[src/rtl/oec_blend.sv]
// Over-exposure-correction blend: per-lane weighted mix of original and
// corrected pixels. Define OEC_BLEND_BYPASS_EN to add a per-group bypass port.
module oec_blend #(
  parameter int DW_DEC   = 8,
  parameter int DW_IN    = 10,
  parameter int LINE_GRP = 480
) (
  input  logic                 clk,
  input  logic                 rst_n,
  input  logic                 in_valid,
  output logic                 in_ready,
  input  logic [DW_IN*4-1:0]   imcin_d,
  input  logic [DW_IN*4-1:0]   imcor,
  input  logic [DW_DEC:0]      m_d,
`ifdef OEC_BLEND_BYPASS_EN
  input  logic                 bypass,
`endif
  output logic                 out_valid,
  input  logic                 out_ready,
  output logic [DW_IN*4-1:0]   pix_out,
  output logic                 eol_out
);

  localparam int WW = DW_DEC + 1;
  localparam int PW = DW_IN + WW;
  localparam int SW = PW + 1;
  localparam int CW = (LINE_GRP > 1) ? $clog2(LINE_GRP) : 1;

  localparam logic [WW-1:0]    WMAX = {1'b1, {DW_DEC{1'b0}}};
  localparam logic [CW-1:0]    COL_LAST = CW'(LINE_GRP - 1);
  localparam logic [SW-1:0]    RND = SW'(1) << (DW_DEC - 1);
  localparam logic [DW_IN-1:0] PMAX = '1;

  logic adv;
  logic xfer;
  logic byp;

  logic [CW-1:0] col_q, col_d;
  logic          v1_q, eol1_q;
  logic [PW-1:0] pc_q [4];
  logic [PW-1:0] po_q [4];
  logic [PW-1:0] pc_d [4];
  logic [PW-1:0] po_d [4];

  logic [DW_IN*4-1:0] pix_q, pix_d;
  logic               eol_q, ov_q;

  logic [WW-1:0] mc, wo;

  assign adv      = !ov_q | out_ready;
  assign in_ready = adv;
  assign xfer     = in_valid & adv;

`ifdef OEC_BLEND_BYPASS_EN
  assign byp = bypass;
`else
  assign byp = 1'b0;
`endif

  // Weights above full scale saturate; bypass forces the original through.
  always_comb begin
    mc = (m_d > WMAX) ? WMAX : m_d;
    if (byp) begin
      mc = '0;
    end
    wo = WMAX - mc;
  end

  always_comb begin
    for (int l = 0; l < 4; l++) begin
      pc_d[l] = PW'(mc) * PW'(imcor[l*DW_IN +: DW_IN]);
      po_d[l] = PW'(wo) * PW'(imcin_d[l*DW_IN +: DW_IN]);
    end
  end

  always_comb begin
    logic [SW-1:0] s;
    logic [SW-1:0] r;
    pix_d = '0;
    for (int l = 0; l < 4; l++) begin
      s = SW'(pc_q[l]) + SW'(po_q[l]) + RND;
      r = s >> DW_DEC;
      if (r > SW'(PMAX)) begin
        pix_d[l*DW_IN +: DW_IN] = PMAX;
      end else begin
        pix_d[l*DW_IN +: DW_IN] = r[DW_IN-1:0];
      end
    end
  end

  always_comb begin
    col_d = col_q;
    if (xfer) begin
      col_d = (col_q == COL_LAST) ? '0 : col_q + CW'(1);
    end
  end

  always_ff @(posedge clk or negedge rst_n) begin
    if (!rst_n) begin
      col_q  <= '0;
      v1_q   <= 1'b0;
      eol1_q <= 1'b0;
      for (int l = 0; l < 4; l++) begin
        pc_q[l] <= '0;
        po_q[l] <= '0;
      end
    end else if (adv) begin
      col_q  <= col_d;
      v1_q   <= xfer;
      eol1_q <= (col_q == COL_LAST);
      for (int l = 0; l < 4; l++) begin
        pc_q[l] <= pc_d[l];
        po_q[l] <= po_d[l];
      end
    end
  end

  always_ff @(posedge clk or negedge rst_n) begin
    if (!rst_n) begin
      pix_q <= '0;
      eol_q <= 1'b0;
      ov_q  <= 1'b0;
    end else if (adv) begin
      pix_q <= pix_d;
      eol_q <= eol1_q;
      ov_q  <= v1_q;
    end
  end

  assign out_valid = ov_q;
  assign pix_out   = pix_q;
  assign eol_out   = eol_q;

endmodule

[config.mk]
export PLATFORM = sky130hd
export DESIGN_NAME = oec_blend
export DESIGN_NICKNAME = d
export VERILOG_FILES = /design/src/rtl/oec_blend.sv
export SDC_FILE = /design/constraint.sdc
export NUM_CORES = 2
export LEC_CHECK = 0
export ABC_AREA = 1
export BUFFER_PORTS_ARGS = -buffer_cell sky130_fd_sc_hd__buf_2
export CAP_MARGIN = 15
export CORE_ASPECT_RATIO = 1.25
export CORE_UTILIZATION = 45
export CTS_BUF_LIST = sky130_fd_sc_hd__clkbuf_4 sky130_fd_sc_hd__clkbuf_8
export DETAILED_ROUTE_END_ITERATION = 10
export SETUP_SLACK_MARGIN = 0.3
export SYNTH_ARGS = -nofsm -noshare
export SYNTH_HDL_FRONTEND = slang
export SYNTH_SLANG_ARGS = --single-unit
[constraint.sdc]
create_clock -name clk -period 5.45 [get_ports clk]
set_clock_uncertainty 0.05 [all_clocks]
set_input_delay 0.545 -clock clk [delete_from_list [all_inputs] [get_ports clk]]
set_output_delay 0.545 -clock clk [all_outputs]
set_load 0.02 [all_outputs]
==> flow_results.xml <==
<?xml version="1.0" encoding="UTF-8"?>
<metrics>
  <group name="critical_path">
    <metric name="timing.critical_path.max_delay_family" unit="">adder cells</metric>
    <metric name="startpoint" unit="">m_d[8]</metric>
    <metric name="setup.worst_path.start_class" unit="">input port</metric>
    <metric name="reg_to_reg_setup_timing_slack" unit="ns">2.73</metric>
    <metric name="critical_path.max_stage_delay" unit="ns">0.50</metric>
    <metric name="total_number_of_cells_along_the_worst_setup_path" unit="">27</metric>
    <metric name="critical-path-top-cell-by-count" unit="">sky130_fd_sc_hd__nand2_1</metric>
    <metric name="cp_num_buf_inv" unit="">7</metric>
    <metric name="cp_slowest_cell" unit="">sky130_fd_sc_hd__fa_1</metric>
    <metric name="endpoint_kind" unit="">register</metric>
    <metric name="worst-setup-path-type" unit="">input port to register</metric>
    <metric name="critPathRequiredTime" unit="ns">5.93</metric>
    <metric name="rr_startpoint" unit="">po_q[32]</metric>
    <metric name="timing.critical_path.fanout_max" unit="">7</metric>
    <metric name="timing.critical_path.arrival" unit="ns">5.43</metric>
    <metric name="worst-r2r-cell-count" unit="">12</metric>
  </group>
  <group name="cells_and_area">
    <metric name="final.fill_count" unit="">7969</metric>
    <metric name="finish.cell_count_without_fillers" unit="">6317</metric>
    <metric name="layout-drive-gt1-share" unit="">0.1205</metric>
    <metric name="finish.utilization" unit="">0.5218</metric>
    <metric name="area_growth_syn_to_layout" unit="%">14.85</metric>
    <metric name="final_net_count" unit="">6237</metric>
  </group>
  <group name="timing">
    <metric name="clock.fmax" unit="MHz">201.8</metric>
    <metric name="grt_setup_unrepaired" unit="">true</metric>
    <metric name="final-setup-viol-count" unit="">0</metric>
    <metric name="max-slew-margin-rel" unit="">0.4021</metric>
    <metric name="worstMarginPinSlew" unit="ns">0.8969</metric>
    <metric name="totalNegativeSetupSlack" unit="ns">0</metric>
    <metric name="period_share" unit="">0.9092</metric>
    <metric name="hold_ws" unit="ns">0.2788</metric>
    <metric name="timing.final.hold_violations" unit="">0</metric>
    <metric name="slew_violations" unit="">0</metric>
    <metric name="finalCriticalPeriod" unit="ns">4.955</metric>
  </group>
  <group name="logic_synthesis">
    <metric name="synth_top_area_share" unit="">0.2553</metric>
    <metric name="netlist.top_cell.by_area" unit="">sky130_fd_sc_hd__fa_1</metric>
    <metric name="synth_enable_flop_cells" unit="">0</metric>
    <metric name="synth_fp_nets" unit="">5847</metric>
    <metric name="flops_latches_synth" unit="">205</metric>
    <metric name="async_flop_share" unit="">1.000</metric>
    <metric name="post_synth.cell_area_avg" unit="sq um">7.383</metric>
    <metric name="synth.cell_area" unit="sq um">35760</metric>
    <metric name="yosysSeqAreaShare" unit="">0.1434</metric>
    <metric name="yosys_warnings" unit="">0</metric>
    <metric name="synthesis.instances" unit="">4844</metric>
    <metric name="postSynth.topFlopCell" unit="">sky130_fd_sc_hd__dfrtp_1</metric>
    <metric name="synth_area_leaders" unit="">sky130_fd_sc_hd__fa_1 26%, sky130_fd_sc_hd__ha_1 16%, sky130_fd_sc_hd__dfrtp_1 14%</metric>
    <metric name="synth.lib_cells_used.distinct" unit="">45</metric>
  </group>
  <group name="cts">
    <metric name="clk_pin_slew_worst_setup_hold_paths" unit="ns">0.05</metric>
    <metric name="clk_buf_depth" unit="">3</metric>
    <metric name="cts_max_level" unit="">2</metric>
    <metric name="insertion_delay_to_the_later_sink_of_the_worst_skew_pair" unit="ns">0.59</metric>
    <metric name="cts_buf_count" unit="">41</metric>
    <metric name="cts_tree" unit="">built</metric>
    <metric name="tritoncts_num_sinks" unit="">205</metric>
    <metric name="clock_root_cell" unit="">sky130_fd_sc_hd__clkbuf_8</metric>
  </group>
  <group name="global_routing">
    <metric name="antenna_found_initial" unit="">2</metric>
    <metric name="first_global_vias" unit="">33210</metric>
    <metric name="grt_first_pass_wirelength" unit="mm">170.9</metric>
    <metric name="grt-ovfl-total" unit="">0</metric>
    <metric name="grt_max_degree" unit="">150</metric>
    <metric name="track_usage" unit="">0.2707</metric>
  </group>
  <group name="placement">
    <metric name="dp_hpwl" unit="mm">87.80</metric>
    <metric name="placement.io_buffers" unit="">135</metric>
    <metric name="gp_routability_congestion" unit="">0.9321</metric>
    <metric name="placed_cells_incl_taps" unit="">6242</metric>
  </group>
  <group name="drt">
    <metric name="vias_per_cell" unit="">5.018</metric>
    <metric name="post-route-drc-count" unit="">0</metric>
    <metric name="wire_length_per_cell_after_detailed_routing" unit="um">16.57</metric>
    <metric name="detail-route-antenna-nets" unit="">0</metric>
    <metric name="vias" unit="">31700</metric>
    <metric name="routed_wl" unit="mm">104.7</metric>
    <metric name="drt_iter0_markers" unit="">1631</metric>
    <metric name="first_pass_iters" unit="">5</metric>
  </group>
  <group name="power_and_ir_drop">
    <metric name="cell_leakage_power" unit="nW">23.37</metric>
    <metric name="power.ir.vdd_worst" unit="uV">353.2</metric>
    <metric name="overall_power_consumption" unit="mW">23.14</metric>
    <metric name="p_per_area" unit="nW/um^2">563.3</metric>
  </group>
  <group name="worst_hold_path">
    <metric name="worstHoldStart" unit="">in_valid</metric>
    <metric name="worst_hold_path.num_cells" unit="">4</metric>
    <metric name="worstHoldPathType" unit="">input port to register</metric>
  </group>
  <group name="status">
    <metric name="status" unit="">completed</metric>
  </group>
  <group name="floorplanning">
    <metric name="placeableCoreArea" unit="sq um">78710</metric>
    <metric name="io_pins" unit="">136</metric>
    <metric name="die_w" unit="um">254.1</metric>
    <metric name="start_util" unit="">0.4544</metric>
    <metric name="die_area" unit="sq um">80610</metric>
    <metric name="die_height" unit="um">317.2</metric>
    <metric name="fp-row-count" unit="">115</metric>
  </group>
  <group name="flow_run">
    <metric name="drv.max_cap_violation_count" unit="">0</metric>
  </group>
</metrics>
-- layout by cell type, fill, tap and decap left out, types with 10 or more instances in the layout --
master / count
sky130_fd_sc_hd__a21o_1: 13
sky130_fd_sc_hd__a21oi_1: 161
sky130_fd_sc_hd__a21oi_2: 10
sky130_fd_sc_hd__a31oi_1: 36
sky130_fd_sc_hd__buf_12: 14
sky130_fd_sc_hd__buf_2: 133
sky130_fd_sc_hd__buf_4: 316
sky130_fd_sc_hd__clkbuf_4: 12
sky130_fd_sc_hd__clkbuf_8: 54
sky130_fd_sc_hd__dfrtp_1: 205
sky130_fd_sc_hd__fa_1: 456
sky130_fd_sc_hd__ha_1: 450
sky130_fd_sc_hd__inv_1: 1008
sky130_fd_sc_hd__nand2_1: 1172
sky130_fd_sc_hd__nand3_1: 181
sky130_fd_sc_hd__nand3b_1: 14
sky130_fd_sc_hd__nand4_1: 33
sky130_fd_sc_hd__nor2_1: 580
sky130_fd_sc_hd__nor3_1: 38
sky130_fd_sc_hd__o21ai_0: 118
sky130_fd_sc_hd__o21bai_1: 41
sky130_fd_sc_hd__o31ai_1: 12
sky130_fd_sc_hd__or2_2: 40
sky130_fd_sc_hd__xnor2_1: 17
sky130_fd_sc_hd__xor2_1: 51
-- synth_stat cells, types with 3 or more instances --
library cell	number
sky130_fd_sc_hd__inv_1	1011
sky130_fd_sc_hd__or2_2	40
sky130_fd_sc_hd__o21ai_1	3
sky130_fd_sc_hd__o21ai_0	123
sky130_fd_sc_hd__nand2_2	4
sky130_fd_sc_hd__a21o_1	13
sky130_fd_sc_hd__nor2_2	5
sky130_fd_sc_hd__nand3b_1	14
sky130_fd_sc_hd__clkbuf_1	71
sky130_fd_sc_hd__nand2_1	1174
sky130_fd_sc_hd__nand4_1	33
sky130_fd_sc_hd__nor2_1	585
sky130_fd_sc_hd__a21boi_0	13
sky130_fd_sc_hd__nor3_1	39
sky130_fd_sc_hd__o211a_1	4
sky130_fd_sc_hd__a21oi_1	171
sky130_fd_sc_hd__o211ai_1	4
sky130_fd_sc_hd__buf_6	3
sky130_fd_sc_hd__nor4_1	3
sky130_fd_sc_hd__buf_1	32
sky130_fd_sc_hd__buf_2	16
sky130_fd_sc_hd__nor2_4	4
sky130_fd_sc_hd__a31oi_1	36
sky130_fd_sc_hd__dfrtp_1	205
sky130_fd_sc_hd__nand3_1	181
sky130_fd_sc_hd__xnor2_1	17
sky130_fd_sc_hd__fa_1	456
sky130_fd_sc_hd__xor2_1	51
sky130_fd_sc_hd__inv_2	7
sky130_fd_sc_hd__ha_1	454
sky130_fd_sc_hd__o31ai_1	12
sky130_fd_sc_hd__o21bai_1	43
-- layer usage --
layer / vias up / share of wire / track usage / wire length [um]
met5: - / 0 / 0 / 0
met4: 0 / 0.047 / 0.1116 / 4910
met3: 196 / 0.045 / 0.03045 / 4680
met2: 700 / 0.50 / 0.4875 / 52080
met1: 15260 / 0.41 / 0.3267 / 42980
li1: 15550 / - / - / -
-- final timing paths --
| kind | endpoint |
|---|---|
| max | po_q[37] |
| min | col_q[8] |
| max reg2reg | pix_out[22] |
| min reg2reg | out_valid |
| max in group asynchronous | po_q[25] |
| min in group asynchronous | pix_out[10] |
-- cell type report --
type	count	area, sq um	area share
Multi-Input combinational cell	3496	26460	0.6442
Sequential cell	205	5130	0.1249
Inverter	1020	3847	0.09368
Timing Repair Buffer	470	3400	0.08277
Tap cell	1053	1318	0.03208
Clock buffer	65	825.8	0.02011
Clock inverter	7	91.34	0.002224
Antenna cell	1	2.502	0.00006093
-- state kept, by name (all words and copies together) (netlist names) --
signal	count
eol_out	1
col_q	9
po_q	76
eol1_q	1
pix_out	40
v1_q	1
pc_q	76
out_valid	1
-- per-stage QoR --
step	setup WS, ns	instance area [sq um]
2_1_floorplan	0.2885	35860
3_3_place_gp	-0.1631	40000
3_5_place_dp	-0.1868	40000
4_1_cts	0.4386	40930
5_1_grt	0.2218	41070
6_report	0.4950	41070
-- worst min-delay path, stage by stage --
cell,delay [ns]
sky130_fd_sc_hd__buf_2,0.07
sky130_fd_sc_hd__inv_1,0.05
sky130_fd_sc_hd__o22ai_1,0.16
sky130_fd_sc_hd__a21oi_1,0.05
-- power by group --
| part | leakage [nW] | switching [mW] | internal (mW) | total [mW] |
|---|---|---|---|---|
| combinational | 20.4 | 10.7 | 7.87 | 18.6 |
| sequential | 2.46 | 0.564 | 2.23 | 2.79 |
| clock | 0.484 | 0.714 | 1.05 | 1.77 |
| total | 23.4 | 12.0 | 11.2 | 23.1 |
-- kinds of logic after synthesis --
group / after synthesis / synth area share
DFF: 205 / 0.1434
adders and majority gates: 910 / 0.4141
buffers and inverters: 1143 / 0.1213
AOI/OAI and AO/OA: 427 / 0.06808
and+or+nand+nor: 2091 / 0.2364
xor gates and xnor gates: 68 / 0.01665
-- repair_timing --
item                                    in CTS  in global routing
endpoints found under the hold margin       33                  0
resized for setup                            0                 37
setup buffers                                0                  1
hold buffers                                 1                  0
endpoints found under the setup margin       0                 42
Note: power is estimated with default switching activity, not from simulation.
